### src/rtl/m4_mem_cycle_sched_if.sv
// Bus bundle between the M4 SRAM cycle scheduler and its requesters.
// The master side holds the three requesters (write acquisition, RS-232C
// readout, display scan); the slave side is the scheduler, which drives the
// SRAM control/address lines and the per-reader capture strobes.
interface m4_mem_cycle_sched_if #(
    parameter int AW = 19
);
    // write requester (acquisition)
    logic          wr_req;
    logic [AW-1:0] wr_ad;
    logic          wr_bank1;
    // read requester 0 (RS-232C readout)
    logic          rd0_req;
    logic [AW-1:0] rd0_ad;
    logic          rd0_bank1;
    // read requester 1 (display scan)
    logic          rd1_req;
    logic [AW-1:0] rd1_ad;
    logic          rd1_bank1;
    // scheduler outputs
    logic          cycle_stp;
    logic          m4_cmd_cycle;
    logic [2:0]    gnt;
    logic [AW-1:0] mem_ad;
    logic          mem_bank1;
    logic          mem_oe;
    logic          mem_we;
    logic          rd0_ce;
    logic          rd1_ce;

    modport master (
        output wr_req, wr_ad, wr_bank1,
        output rd0_req, rd0_ad, rd0_bank1,
        output rd1_req, rd1_ad, rd1_bank1,
        input  cycle_stp, m4_cmd_cycle, gnt, mem_ad, mem_bank1,
        input  mem_oe, mem_we, rd0_ce, rd1_ce
    );

    modport slave (
        input  wr_req, wr_ad, wr_bank1,
        input  rd0_req, rd0_ad, rd0_bank1,
        input  rd1_req, rd1_ad, rd1_bank1,
        output cycle_stp, m4_cmd_cycle, gnt, mem_ad, mem_bank1,
        output mem_oe, mem_we, rd0_ce, rd1_ce
    );
endinterface

### src/rtl/m4_mem_cycle_sched.sv
// M4 waveform SRAM cycle scheduler.
// A free-running phase counter cuts time into fixed CYC_LEN-clock memory
// cycles. On the last phase of each cycle the next owner is chosen: the
// write requester has priority but is capped at WR_MAX back-to-back grants
// while a read waits; the two readers share the remaining cycles
// round-robin. Address/bank/owner are held for the whole cycle, and every
// SRAM strobe is a registered decode of (owner, phase) so that an
// asynchronous reset kills any strobe in the same clock.
module m4_mem_cycle_sched #(
    parameter int CYC_LEN = 8,   // clocks per memory cycle, >= 5
    parameter int CE_POS  = 5,   // read capture phase, 2..CYC_LEN-2
    parameter int WR_MAX  = 4,   // write grant cap while a read is pending, >= 1
    parameter int AW      = 19   // SRAM word address width
) (
    input  logic                 clk,
    input  logic                 rstn,
    m4_mem_cycle_sched_if.slave  bus
);

    localparam int PH_W  = (CYC_LEN > 1) ? $clog2(CYC_LEN) : 1;
    localparam int CNT_W = $clog2(WR_MAX + 1);

    localparam logic [PH_W-1:0]  PH_LAST   = PH_W'(CYC_LEN - 1);
    localparam logic [PH_W-1:0]  PH_OE_LO  = PH_W'(1);
    localparam logic [PH_W-1:0]  PH_OE_HI  = PH_W'(CYC_LEN - 2);
    localparam logic [PH_W-1:0]  PH_WE_LO  = PH_W'(2);
    localparam logic [PH_W-1:0]  PH_WE_HI  = PH_W'(CYC_LEN - 3);
    localparam logic [PH_W-1:0]  PH_CE     = PH_W'(CE_POS);
    localparam logic [CNT_W-1:0] CNT_MAX   = CNT_W'(WR_MAX);

    // gnt bit positions: {rd1, rd0, wr}
    localparam int G_WR = 0;

    // ------------------------------------------------------------------
    // State
    // ------------------------------------------------------------------
    logic [PH_W-1:0]  ph_reg,        ph_next;
    logic [2:0]       gnt_reg,       gnt_next;
    logic [AW-1:0]    mem_ad_reg,    mem_ad_next;
    logic             mem_bank1_reg, mem_bank1_next;
    logic             rr_reg,        rr_next;       // 0 = rd0 next in a tie
    logic [CNT_W-1:0] wr_cnt_reg,    wr_cnt_next;

    logic             cycle_stp_reg, cycle_stp_next;
    logic             cmd_cycle_reg, cmd_cycle_next;
    logic             mem_oe_reg,    mem_oe_next;
    logic             mem_we_reg,    mem_we_next;
    logic [1:0]       rd_ce_reg,     rd_ce_next;

    // ------------------------------------------------------------------
    // Read requester views, indexed by reader number
    // ------------------------------------------------------------------
    logic [1:0]       rd_req_vec;
    logic [1:0]       rd_bank_vec;
    logic [AW-1:0]    rd_ad_arr [2];
    logic             rd_pending;
    logic             rd_sel;
    logic             cyc_end;
    logic             owner_rd;

    assign rd_req_vec  = {bus.rd1_req,   bus.rd0_req};
    assign rd_bank_vec = {bus.rd1_bank1, bus.rd0_bank1};
    assign rd_ad_arr[0] = bus.rd0_ad;
    assign rd_ad_arr[1] = bus.rd1_ad;

    assign rd_pending = |rd_req_vec;
    assign cyc_end    = (ph_reg == PH_LAST);
    assign owner_rd   = gnt_reg[1] | gnt_reg[2];

    // Tie goes to the round-robin pointer; otherwise the lone requester.
    assign rd_sel = (&rd_req_vec) ? rr_reg : rd_req_vec[1];

    // Next phase: free-running wrap counter, never stalls.
    always_comb begin
        ph_next = ph_reg + 1'b1;
        if (ph_reg == PH_LAST) begin
            ph_next = '0;
        end
    end

    // Next owner/address/counters: only evaluated at the end of a cycle.
    always_comb begin
        gnt_next       = gnt_reg;
        mem_ad_next    = mem_ad_reg;
        mem_bank1_next = mem_bank1_reg;
        rr_next        = rr_reg;
        wr_cnt_next    = wr_cnt_reg;
        if (cyc_end) begin
            if (bus.wr_req && ((wr_cnt_reg < CNT_MAX) || !rd_pending)) begin
                gnt_next       = 3'b001;
                mem_ad_next    = bus.wr_ad;
                mem_bank1_next = bus.wr_bank1;
                if (wr_cnt_reg < CNT_MAX) begin
                    wr_cnt_next = wr_cnt_reg + 1'b1;
                end
            end else if (rd_pending) begin
                gnt_next       = {rd_sel, ~rd_sel, 1'b0};
                mem_ad_next    = rd_ad_arr[rd_sel];
                mem_bank1_next = rd_bank_vec[rd_sel];
                wr_cnt_next    = '0;
                if (&rd_req_vec) begin
                    rr_next = ~rr_reg;
                end
            end else begin
                // Idle cycle: address/bank keep their last value.
                gnt_next    = 3'b000;
                wr_cnt_next = '0;
            end
        end
    end

    // Strobe decode for the phase about to start. At phase 0 the owner
    // register is still the old one, but no strobe is active at phase 0.
    always_comb begin
        cycle_stp_next = (ph_next == PH_LAST);
        cmd_cycle_next = ~bus.wr_req | (wr_cnt_reg == CNT_MAX);
        mem_oe_next    = owner_rd && (ph_next >= PH_OE_LO) && (ph_next <= PH_OE_HI);
        mem_we_next    = gnt_reg[G_WR] && (ph_next >= PH_WE_LO) && (ph_next <= PH_WE_HI);
    end

    // One capture strobe per reader, fired only to the cycle owner.
    generate
        for (genvar gi = 0; gi < 2; gi++) begin : g_rd_ce
            assign rd_ce_next[gi] = gnt_reg[gi + 1] && (ph_next == PH_CE);
        end
    endgenerate

    // Phase counter and registered strobes; reset clears them immediately.
    always_ff @(posedge clk or negedge rstn) begin
        if (!rstn) begin
            ph_reg        <= '0;
            cycle_stp_reg <= 1'b0;
            cmd_cycle_reg <= 1'b0;
            mem_oe_reg    <= 1'b0;
            mem_we_reg    <= 1'b0;
            rd_ce_reg     <= 2'b00;
        end else begin
            ph_reg        <= ph_next;
            cycle_stp_reg <= cycle_stp_next;
            cmd_cycle_reg <= cmd_cycle_next;
            mem_oe_reg    <= mem_oe_next;
            mem_we_reg    <= mem_we_next;
            rd_ce_reg     <= rd_ce_next;
        end
    end

    // Arbitration state: owner, held address/bank, round-robin and write cap.
    always_ff @(posedge clk or negedge rstn) begin
        if (!rstn) begin
            gnt_reg       <= 3'b000;
            mem_ad_reg    <= '0;
            mem_bank1_reg <= 1'b0;
            rr_reg        <= 1'b0;
            wr_cnt_reg    <= '0;
        end else begin
            gnt_reg       <= gnt_next;
            mem_ad_reg    <= mem_ad_next;
            mem_bank1_reg <= mem_bank1_next;
            rr_reg        <= rr_next;
            wr_cnt_reg    <= wr_cnt_next;
        end
    end

    assign bus.cycle_stp    = cycle_stp_reg;
    assign bus.m4_cmd_cycle = cmd_cycle_reg;
    assign bus.gnt          = gnt_reg;
    assign bus.mem_ad       = mem_ad_reg;
    assign bus.mem_bank1    = mem_bank1_reg;
    assign bus.mem_oe       = mem_oe_reg;
    assign bus.mem_we       = mem_we_reg;
    assign bus.rd0_ce       = rd_ce_reg[0];
    assign bus.rd1_ce       = rd_ce_reg[1];

endmodule

### src/flat_wrapper.sv
// flat-port wrapper written by rule: the top's interface ports become plain ports
module m4_mem_cycle_sched_flat 
#(
    parameter int CYC_LEN = 8,                                   
    parameter int CE_POS  = 5,                                      
    parameter int WR_MAX  = 4,                                                   
    parameter int AW      = 19                             
)
  (clk, rstn, bus_wr_req, bus_wr_ad, bus_wr_bank1, bus_rd0_req, bus_rd0_ad, bus_rd0_bank1, bus_rd1_req, bus_rd1_ad, bus_rd1_bank1, bus_cycle_stp, bus_m4_cmd_cycle, bus_gnt, bus_mem_ad, bus_mem_bank1, bus_mem_oe, bus_mem_we, bus_rd0_ce, bus_rd1_ce);
  m4_mem_cycle_sched_if #(.AW(AW)) bus_i ();
  input  logic clk;
  input  logic rstn;
  input wire logic [$bits(bus_i.wr_req)-1:0] bus_wr_req;
  input wire logic [$bits(bus_i.wr_ad)-1:0] bus_wr_ad;
  input wire logic [$bits(bus_i.wr_bank1)-1:0] bus_wr_bank1;
  input wire logic [$bits(bus_i.rd0_req)-1:0] bus_rd0_req;
  input wire logic [$bits(bus_i.rd0_ad)-1:0] bus_rd0_ad;
  input wire logic [$bits(bus_i.rd0_bank1)-1:0] bus_rd0_bank1;
  input wire logic [$bits(bus_i.rd1_req)-1:0] bus_rd1_req;
  input wire logic [$bits(bus_i.rd1_ad)-1:0] bus_rd1_ad;
  input wire logic [$bits(bus_i.rd1_bank1)-1:0] bus_rd1_bank1;
  output wire logic [$bits(bus_i.cycle_stp)-1:0] bus_cycle_stp;
  output wire logic [$bits(bus_i.m4_cmd_cycle)-1:0] bus_m4_cmd_cycle;
  output wire logic [$bits(bus_i.gnt)-1:0] bus_gnt;
  output wire logic [$bits(bus_i.mem_ad)-1:0] bus_mem_ad;
  output wire logic [$bits(bus_i.mem_bank1)-1:0] bus_mem_bank1;
  output wire logic [$bits(bus_i.mem_oe)-1:0] bus_mem_oe;
  output wire logic [$bits(bus_i.mem_we)-1:0] bus_mem_we;
  output wire logic [$bits(bus_i.rd0_ce)-1:0] bus_rd0_ce;
  output wire logic [$bits(bus_i.rd1_ce)-1:0] bus_rd1_ce;
  assign bus_i.wr_req = bus_wr_req;
  assign bus_i.wr_ad = bus_wr_ad;
  assign bus_i.wr_bank1 = bus_wr_bank1;
  assign bus_i.rd0_req = bus_rd0_req;
  assign bus_i.rd0_ad = bus_rd0_ad;
  assign bus_i.rd0_bank1 = bus_rd0_bank1;
  assign bus_i.rd1_req = bus_rd1_req;
  assign bus_i.rd1_ad = bus_rd1_ad;
  assign bus_i.rd1_bank1 = bus_rd1_bank1;
  assign bus_cycle_stp = bus_i.cycle_stp;
  assign bus_m4_cmd_cycle = bus_i.m4_cmd_cycle;
  assign bus_gnt = bus_i.gnt;
  assign bus_mem_ad = bus_i.mem_ad;
  assign bus_mem_bank1 = bus_i.mem_bank1;
  assign bus_mem_oe = bus_i.mem_oe;
  assign bus_mem_we = bus_i.mem_we;
  assign bus_rd0_ce = bus_i.rd0_ce;
  assign bus_rd1_ce = bus_i.rd1_ce;
  m4_mem_cycle_sched #(.CYC_LEN(CYC_LEN), .CE_POS(CE_POS), .WR_MAX(WR_MAX), .AW(AW)) u_core (.clk(clk), .rstn(rstn), .bus(bus_i));
endmodule
### config.mk
export PLATFORM = sky130hd
export DESIGN_NAME = m4_mem_cycle_sched_flat
export DESIGN_NICKNAME = d
export VERILOG_FILES = /design/src/rtl/m4_mem_cycle_sched_if.sv /design/src/rtl/m4_mem_cycle_sched.sv /design/src/flat_wrapper.sv
export SDC_FILE = /design/constraint.sdc
export NUM_CORES = 1
export LEC_CHECK = 0
export ABC_AREA = 1
export ABC_CLOCK_PERIOD_IN_PS = 1250
export CORE_MARGIN = 1.5
export CORE_UTILIZATION = 39
export DETAILED_ROUTE_END_ITERATION = 6
export PLACE_DENSITY = 0.76
export SKIP_CTS_REPAIR_TIMING = 1
export SYNTH_ARGS = -nofsm -noshare
export SYNTH_HDL_FRONTEND = slang
export SYNTH_SLANG_ARGS = --single-unit
### constraint.sdc
create_clock -name clk -period 1.25 [get_ports clk]
set_input_delay 0.125 -clock clk [delete_from_list [all_inputs] [get_ports clk]]
set_output_delay 0.125 -clock clk [all_outputs]
set_load 0.01 [all_outputs]
=== Yosys cells after proc, flatten, opt, wreduce, memory -nomap -nowiden ===
Index checks and enable logic that the tools add are counted.

* $add $sub $neg: 2
* Magnitude comparators: 7
* Equal/unequal tests: 5
* Mux-type cells: 15
* Bitwise gates (word level): 7
* Reduce and logical (&&, ||, !) cells: 15

{| class="wikitable"
|+ Operators with widths
! cell !! number
|-
| $mux 19 || 5
|-
| $mux 3 || 5
|-
| $eq 3x3->1 const B || 4
|-
| $logic_and 1x1->1 || 7
|-
| $add 3x1->3 const B || 2
|-
| $le 3x3->1 const B || 2
|-
| $reduce_and 2->1 || 3
|-
| $mux 1 || 5
|-
| $reduce_and 5->1 || 1
|-
| $not 1->1 || 4
|-
| $ge 3x1->1 const B || 1
|-
| $ge 3x2->1 const B || 1
|-
| $lt 3x3->1 const B || 1
|-
| $ge 2x2->1 const B || 1
|-
| $lt 1x2->1 const B || 1
|-
| $ne 2x1->1 const B || 1
|-
| $not 1->2 || 1
|-
| $or 1x1->1 || 2
|-
| $reduce_bool 2->1 || 1
|-
| $reduce_or 2->1 || 1
|-
| $logic_not 1->1 || 1
|-
| $logic_or 1x1->1 || 1
|}

* Flip-flop bits (word level): 36
* Bits of input ports: 65

=== Logic depth before layout (Yosys ltp) ===
Gate-level depths: netlist of run 1.

* Depth after elaboration: 8
* Depth in mapped cells: 8
* Depth with buffers taken out: 7

=== Worst setup path after synthesis of run 1 ===
No wires, ideal clock.

* Path type: register -> register
* Start point: register u_core.ph_reg[1]
* End point: register u_core.mem_ad_reg[15] (netlist: u_core.bus.mem_ad[15])
* Data arrival time: 1.126 ns
* Slack: 0.007 ns
* Cell stages (with the launch flop): 9
* Path buffers: 1
* Period minus slack after synthesis: 1.243 ns
* Path through: dfrtp_1 ha_1 nand2_1 a21oi_2 clkbuf_8 nand2_1 clkinv_1 nand2_1 nand2_1

* Longest elaborated chain between the ends: 2

{| class="wikitable"
|+ RTL lines
! element !! RTL line !! source
|-
| start, declared || m4_mem_cycle_sched.sv:37 || <nowiki>logic [PH_W-1:0] ph_reg, ph_next;</nowiki>
|-
| start signal, assigned || m4_mem_cycle_sched.sv:138 || <nowiki>ph_reg <= ph_next;</nowiki>
|-
| $eq 3x3->1 || m4_mem_cycle_sched.sv:67 || <nowiki>assign cyc_end = (ph_reg == PH_LAST);</nowiki>
|-
| $reduce_and 2->1 (no line) || -- ||
|-
| end signal, assigned || m4_mem_cycle_sched.sv:157 || <nowiki>mem_ad_reg <= mem_ad_next;</nowiki>
|-
| end, declared || m4_mem_cycle_sched.sv:39 || <nowiki>logic [AW-1:0] mem_ad_reg, mem_ad_next;</nowiki>
|}

Every way passes these cells.
A chain may end at the register's enable or synchronous reset.

=== Worst setup path in the final report of run 1 ===
* Start point: register u_core.ph_reg[1]
* End point: register u_core.wr_cnt_reg[0]

* Longest elaborated chain between the ends: 2

{| class="wikitable"
|+ RTL lines
! element !! RTL line !! source
|-
| $eq 3x3->1 || m4_mem_cycle_sched.sv:67 ||
|-
| $reduce_and 2->1 (no line) || -- ||
|-
| end signal, assigned || m4_mem_cycle_sched.sv:160 || <nowiki>wr_cnt_reg <= wr_cnt_next;</nowiki>
|-
| end, declared || m4_mem_cycle_sched.sv:42 || <nowiki>logic [CNT_W-1:0] wr_cnt_reg, wr_cnt_next;</nowiki>
|}

Every way passes these cells.

==> flow_summary.toml, run 1 <==
[yosys]
synthCells = 323
synth_area_per_cell_um2 = 6.81
synth_nets = 394
synth.cell_area_um2 = 2200
synth_seq_cells = 36
synth.distinct_cells = 23
yosysSeqAreaShare_pct = 41.0
synth.yosys.warnings = 0

[floorplan]
num_io_pins = 94
num_rows = 27
chipWidth_um = 78.1
die_h_um = 78.1
dieArea_um2 = 6100
initial_utilization_pct = 40.2
core_region_area_um2 = 5470

[worst_hold_path]
min_path_type = "in2async"

[worst_setup_path]
worst_ep_required_time_ns = 1.43
regToRegSetupSlack_ns = -0.04
critical_path_class = "reg2reg"
arrival_ns = 1.47
critPathCaptureType = "flop"
crit_fanout = 7
start_kind = "flop"

[power]
ir_worst_vdd_mv = 0.573
p_seq_share_pct = 41.8
p_int_mw = 2.34
switching_share_pct = 26.7
p_leak_nw = 2.17
clock_power_share_pct = 32.0
share_comb_of_total_power_pct = 26.2
power.switching_mw = 0.853
power_density_nw_per_um2 = 877

[sta]
min_period_ns = 1.29
maxSlewViolCount = 0
tightest_slew_ns = 0.418
max_freq_mhz = 775
rsz0062_at_grt = "true"
setup_slack_ns = -0.0410
setup_viol = 16
holdWs_ns = 0.292
post-route-period-util_pct = 103
relSlewSlack_pct = 72.2
final-hold-violation-count = 0
finClkSkew_ns = 0.00297

[grt]
grt_antenna_before_repair = 0
grtUsageTotal_pct = 20.5
grt_pass1_vias = 2244
grt_max_degree = 21
grt_pass1_wl_mm = 9.90
grt_remaining_overflow = 0

[job]
maxCapViolations = 0

[route]
first_pass_iters = 4
drt_iter0_drc = 122
ant_nets = 0
drc = 0
totalWireLength_mm = 6.20
vias = 2361
wl_per_cell_um = 12.2
viasPerCell = 4.66

[clocking]
clk_path_buf_depth = 2
cts_root_buf = "clkbuf_8"
cts_sinks = 36
cts_buffers = 5
tritoncts = "built"
cts_max_level = 2
clk_latency_ns = 0.29
cts.clk_slew.worst_paths_ns = 0.07

[placement]
place.gp.congestion = 0.804
dpl_cell_area_um2 = 3360
pre_cts_ws_ns = -0.261
hpwl_mm = 4.55
portBuffers = 93

[final_layout]
num_antenna_cells = 0
largest_register_ffs = 19
syn2layout_area_growth_pct = 65.4
nets = 505
finish.instance_area_um2 = 3640
final_cell_mix = "nand2_1 (112), nand3_1 (63), clkdlybuf4s50_1 (63)"
final_common_cell = "nand2_1"
drive_above_1_share_pct = 12.9

[outcome]
status = "finished, violations left"
violations = "negative setup slack"
==> path summary, 6_finish.rpt <==
check,startpoint,endpoint,depth (start not counted)
setup reg to reg,u_core.ph_reg[1]$_DFF_PN0_,u_core.wr_cnt_reg[0]$_DFFE_PN0P_,6
max in group asynchronous,rstn,u_core.bus.mem_ad[16]$_DFFE_PN0P_,3
hold reg to reg,u_core.bus.mem_ad[13]$_DFFE_PN0P_,u_core.bus.mem_ad[13]$_DFFE_PN0P_,2
hold / removal,rstn,u_core.ph_reg[0]$_DFF_PN0_,2
min in group clk,u_core.bus.mem_ad[13]$_DFFE_PN0P_,u_core.bus.mem_ad[13]$_DFFE_PN0P_,2
setup / recovery,u_core.ph_reg[1]$_DFF_PN0_,u_core.wr_cnt_reg[0]$_DFFE_PN0P_,6
==> routing by layer <==
layer	global-route usage (%)	share of wire, %	wire [um]
met1	24.7	44	2730
met2	36.1	48	2990
met4	6.61	0.95	59
met3	4.42	6.6	410
met5	0	0	0
==> worst max-delay path, stage by stage, from the launching register on <==
cell and delay [ns]:
dfrtp_1 0.39, ha_2 0.20, nand2_4 0.09, buf_6 0.12, clkinvlp_4 0.14, nand3b_1 0.17
o21ai_1 0.07
==> final cells by class <==
cell class              count  area, um^2
multi-input cells         210        1010
repair buffers            122        1300
well taps                  72        90.1
inverters                  59         225
clock inverters             3        42.5
fillers                   461        1830
clock buffers               5        68.8
flip-flops and latches     36         901
==> per-stage QoR <==
step	util, %	std cells	TNS [ns]	total power [mW]
floorplan	-	323	0	1.67
global placement	61.3	496	-4.76	2.19
detailed placement	61.3	496	-5.81	2.21
CTS	63.4	504	-2.93	3.24
global route	66.5	507	-2.46	3.35
finish	66.5	507	-0.245	3.19
==> cells by family (layout without fill, tap and decap cells) <==
family                     after synthesis  count (layout)  share of synthesized area (%)
and+or+nand+nor                        194             194                           37.3
buffers and inverters                   77             189                           15.4
DFF                                     36              36                           41.0
AOI/OAI and AO/OA                       10              10                           3.01
adders and majority gates                6               6                           3.41
==> Yosys cell counts (all sizes together) <==
cell,instances,share of area [%]
a21oi,2,0.63
buf,13,3.5
clkbuf,5,1.8
clkinv,4,0.68
dfrtp,36,41
ha,6,3.4
inv,55,9.4
nand2,121,21
nand3,63,14
nand3b,1,0.34
nand4,2,0.57
nor2,6,1.0
nor3,1,0.23
o21ai,7,2.1
o22ai,1,0.28
==> power by group through the flow <==
stage	clock network [mW]	logic (mW)	registers, mW
final	1.02	0.835	1.33
after global routing	1.08	0.919	1.34
after CTS	1.05	0.858	1.33
after detailed placement	0	0.857	1.35
after global placement	0	0.841	1.35
after floorplan	0	0.278	1.39
Power figures use the tool's default switching activity.
==> run 2: changes to the inputs <==
--- a/config.mk
+++ b/config.mk
@@ -7,7 +7,7 @@
 export LEC_CHECK = 0
 export ABC_AREA = 1
 export ABC_CLOCK_PERIOD_IN_PS = 1250
-export CORE_MARGIN = 1.5
+export CORE_MARGIN = 2
 export CORE_UTILIZATION = 39
 export DETAILED_ROUTE_END_ITERATION = 6
 export PLACE_DENSITY = 0.76
==> run 2 against run 1 <==
The flow still finishes with violations (negative setup slack). Combinational power about the same. Non-clock buffer count grew 4. Clock-buffer cell count stayed put. Via count is 1.7% higher. Register-to-register slack got worse by 0.02 ns. Critical endpoint is now u_core.wr_cnt_reg[1]$_DFFE_PN0P_.
==> flow_summary.toml, run 2 (synthesized netlist as in run 1, its figures left out) <==
[worst_setup_path]
critical_path.cell_chain = "ha_2 > nand2_4 > buf_6 > clkinvlp_4 > nand3b_1 > o21ai_1"
slowest_stage = "dfrtp_1"
slowest_delay_ns = 0.39
arrival_ns = 1.49
worst_ep_required_time_ns = 1.43
start_kind = "flop"
crit_fanout = 7
critical_path_class = "reg2reg"
critPathCaptureType = "flop"

[clocking]
clk_latency_ns = 0.29
cts_root_buf = "clkbuf_8"
cts_max_level = 2
cts_sinks = 36
clk_path_buf_depth = 2
cts.clk_slew.worst_paths_ns = 0.07
cts_buffers = 5
tritoncts = "built"

[floorplan]
chipWidth_um = 79.1
core_region_area_um2 = 5470
die_h_um = 79.1
initial_utilization_pct = 40.2
num_rows = 27
dieArea_um2 = 6260
num_io_pins = 94

[power]
power_mw = 3.19
power_density_nw_per_um2 = 875
p_leak_nw = 2.17
ir_worst_vdd_mv = 0.596

[outcome]
status = "finished, violations left"
violations = "negative setup slack"

[route]
totalWireLength_mm = 6.33
wl_per_cell_um = 12.4
first_pass_iters = 5
viasPerCell = 4.70
ant_nets = 0
drt_iter0_drc = 119
vias = 2402
drc = 0

[grt]
grt_pass1_wl_mm = 9.92
grt_pass1_vias = 2271
grt_max_degree = 22
grt_antenna_before_repair = 0
grtUsageTotal_pct = 20.2
grt_remaining_overflow = 0

[final_layout]
fin_cells = 511
syn2layout_area_growth_pct = 65.6
nets = 509
final_common_cell = "nand2_1"
largest_register_ffs = 19
drive_above_1_share_pct = 13.7
num_antenna_cells = 0
final_cell_mix = "nand2_1 (112), nand3_1 (63), clkdlybuf4s50_1 (63)"

[placement]
place.gp.congestion = 0.811
dpl.cell_count = 499
pre_cts_ws_ns = -0.340
hpwl_mm = 4.69
portBuffers = 93

[sta]
final-hold-violation-count = 0
relSlewSlack_pct = 67.2
maxSlewViolCount = 0
post-route-period-util_pct = 105
setup_tns_ns = -0.257
min_period_ns = 1.31
rsz0062_at_grt = "true"
setup_viol = 9
holdWs_ns = 0.333
finClkSkew_ns = 0.00682
tightest_slew_ns = 0.493
max_freq_mhz = 764
setup_slack_ns = -0.0583

[worst_hold_path]
min_path_type = "in2async"

[job]
maxCapViolations = 0
==> run 2: changes by cell type in the layout (fill, tap and decap cells not counted) <==
cell / previous run / this run
buf_12: 5 / 2
buf_4: 17 / 21
buf_6: 6 / 8
ha_4: 0 / 1
nor3_1: 0 / 1
ha_1: 4 / 3
buf_2: 1 / 2
nor3_2: 1 / 0
==> run 2: stage by stage <==
stage | util (%) | instance area [um^2]
2_1_floorplan | - | 2200
3_3_place_gp | 61.1 | 3340
3_5_place_dp | 61.1 | 3340
4_1_cts | 63.1 | 3450
5_1_grt | 66.6 | 3640
6_report | 66.6 | 3640
==> run 2: final timing paths <==
check                                                   from                                end  slack [ns]  cells after the start
max in group asynchronous                               rstn   u_core.wr_cnt_reg[2]$_DFFE_PN0P_        0.40                      3
hold / removal                                          rstn   u_core.wr_cnt_reg[1]$_DFFE_PN0P_        0.33                      2
setup reg to reg                  u_core.ph_reg[1]$_DFF_PN0_   u_core.wr_cnt_reg[1]$_DFFE_PN0P_       -0.06                      6
min in group clk                                  bus_wr_req  u_core.bus.m4_cmd_cycle$_DFF_PN0_        0.43                      2
setup / recovery                  u_core.ph_reg[1]$_DFF_PN0_   u_core.wr_cnt_reg[1]$_DFFE_PN0P_       -0.06                      6
hold reg to reg            u_core.bus.mem_ad[15]$_DFFE_PN0P_  u_core.bus.mem_ad[15]$_DFFE_PN0P_        0.48                      2
==> run 2: worst max-delay path: cells and delay by family (launching register included) <==
family                   cells  cell delay (ns)
AND/OR/NAND/NOR              2             0.27
flip-flops                   1             0.39
adder cells (fa/ha/maj)      1             0.20
AO/OA/AOI/OAI                1             0.08
buffers and inverters        2             0.26
==> run 2: cell type report <==
| type | instances | area [um^2] |
|---|---|---|
| Clock buffer | 5 | 68.8 |
| Multi-Input combinational cell | 210 | 1010 |
| Timing Repair Buffer | 126 | 1300 |
| Inverter | 59 | 225 |
| Clock inverter | 3 | 42.5 |
| Sequential cell | 36 | 901 |
| Tap cell | 72 | 90.1 |
| Fill cell | 481 | 1830 |
==> run 2: report_power, final <==
group | internal (mW) | switching, mW | total (mW)
sequential | 1.27 | 0.0634 | 1.33
combinational | 0.477 | 0.361 | 0.838
clock | 0.590 | 0.428 | 1.02
total | 2.33 | 0.853 | 3.19
==> run 2: layer usage <==
layer	global-route usage [%]	part of all wire (%)	up-vias
met5	0	0	-
met4	5.17	0.84	0
met3	5.23	7.2	4
met2	36.1	49	86
met1	23.9	43	1099
li1	-	-	1213
==> run 3: changes to the inputs <==
--- a/config.mk
+++ b/config.mk
@@ -12,6 +12,7 @@
 export DETAILED_ROUTE_END_ITERATION = 6
 export PLACE_DENSITY = 0.76
 export SKIP_CTS_REPAIR_TIMING = 1
+export SLEW_MARGIN = 5
 export SYNTH_ARGS = -nofsm -noshare
 export SYNTH_HDL_FRONTEND = slang
 export SYNTH_SLANG_ARGS = --single-unit
==> results of run 3 <==
Final layout, timing and power as in run 2 (identical DEF).
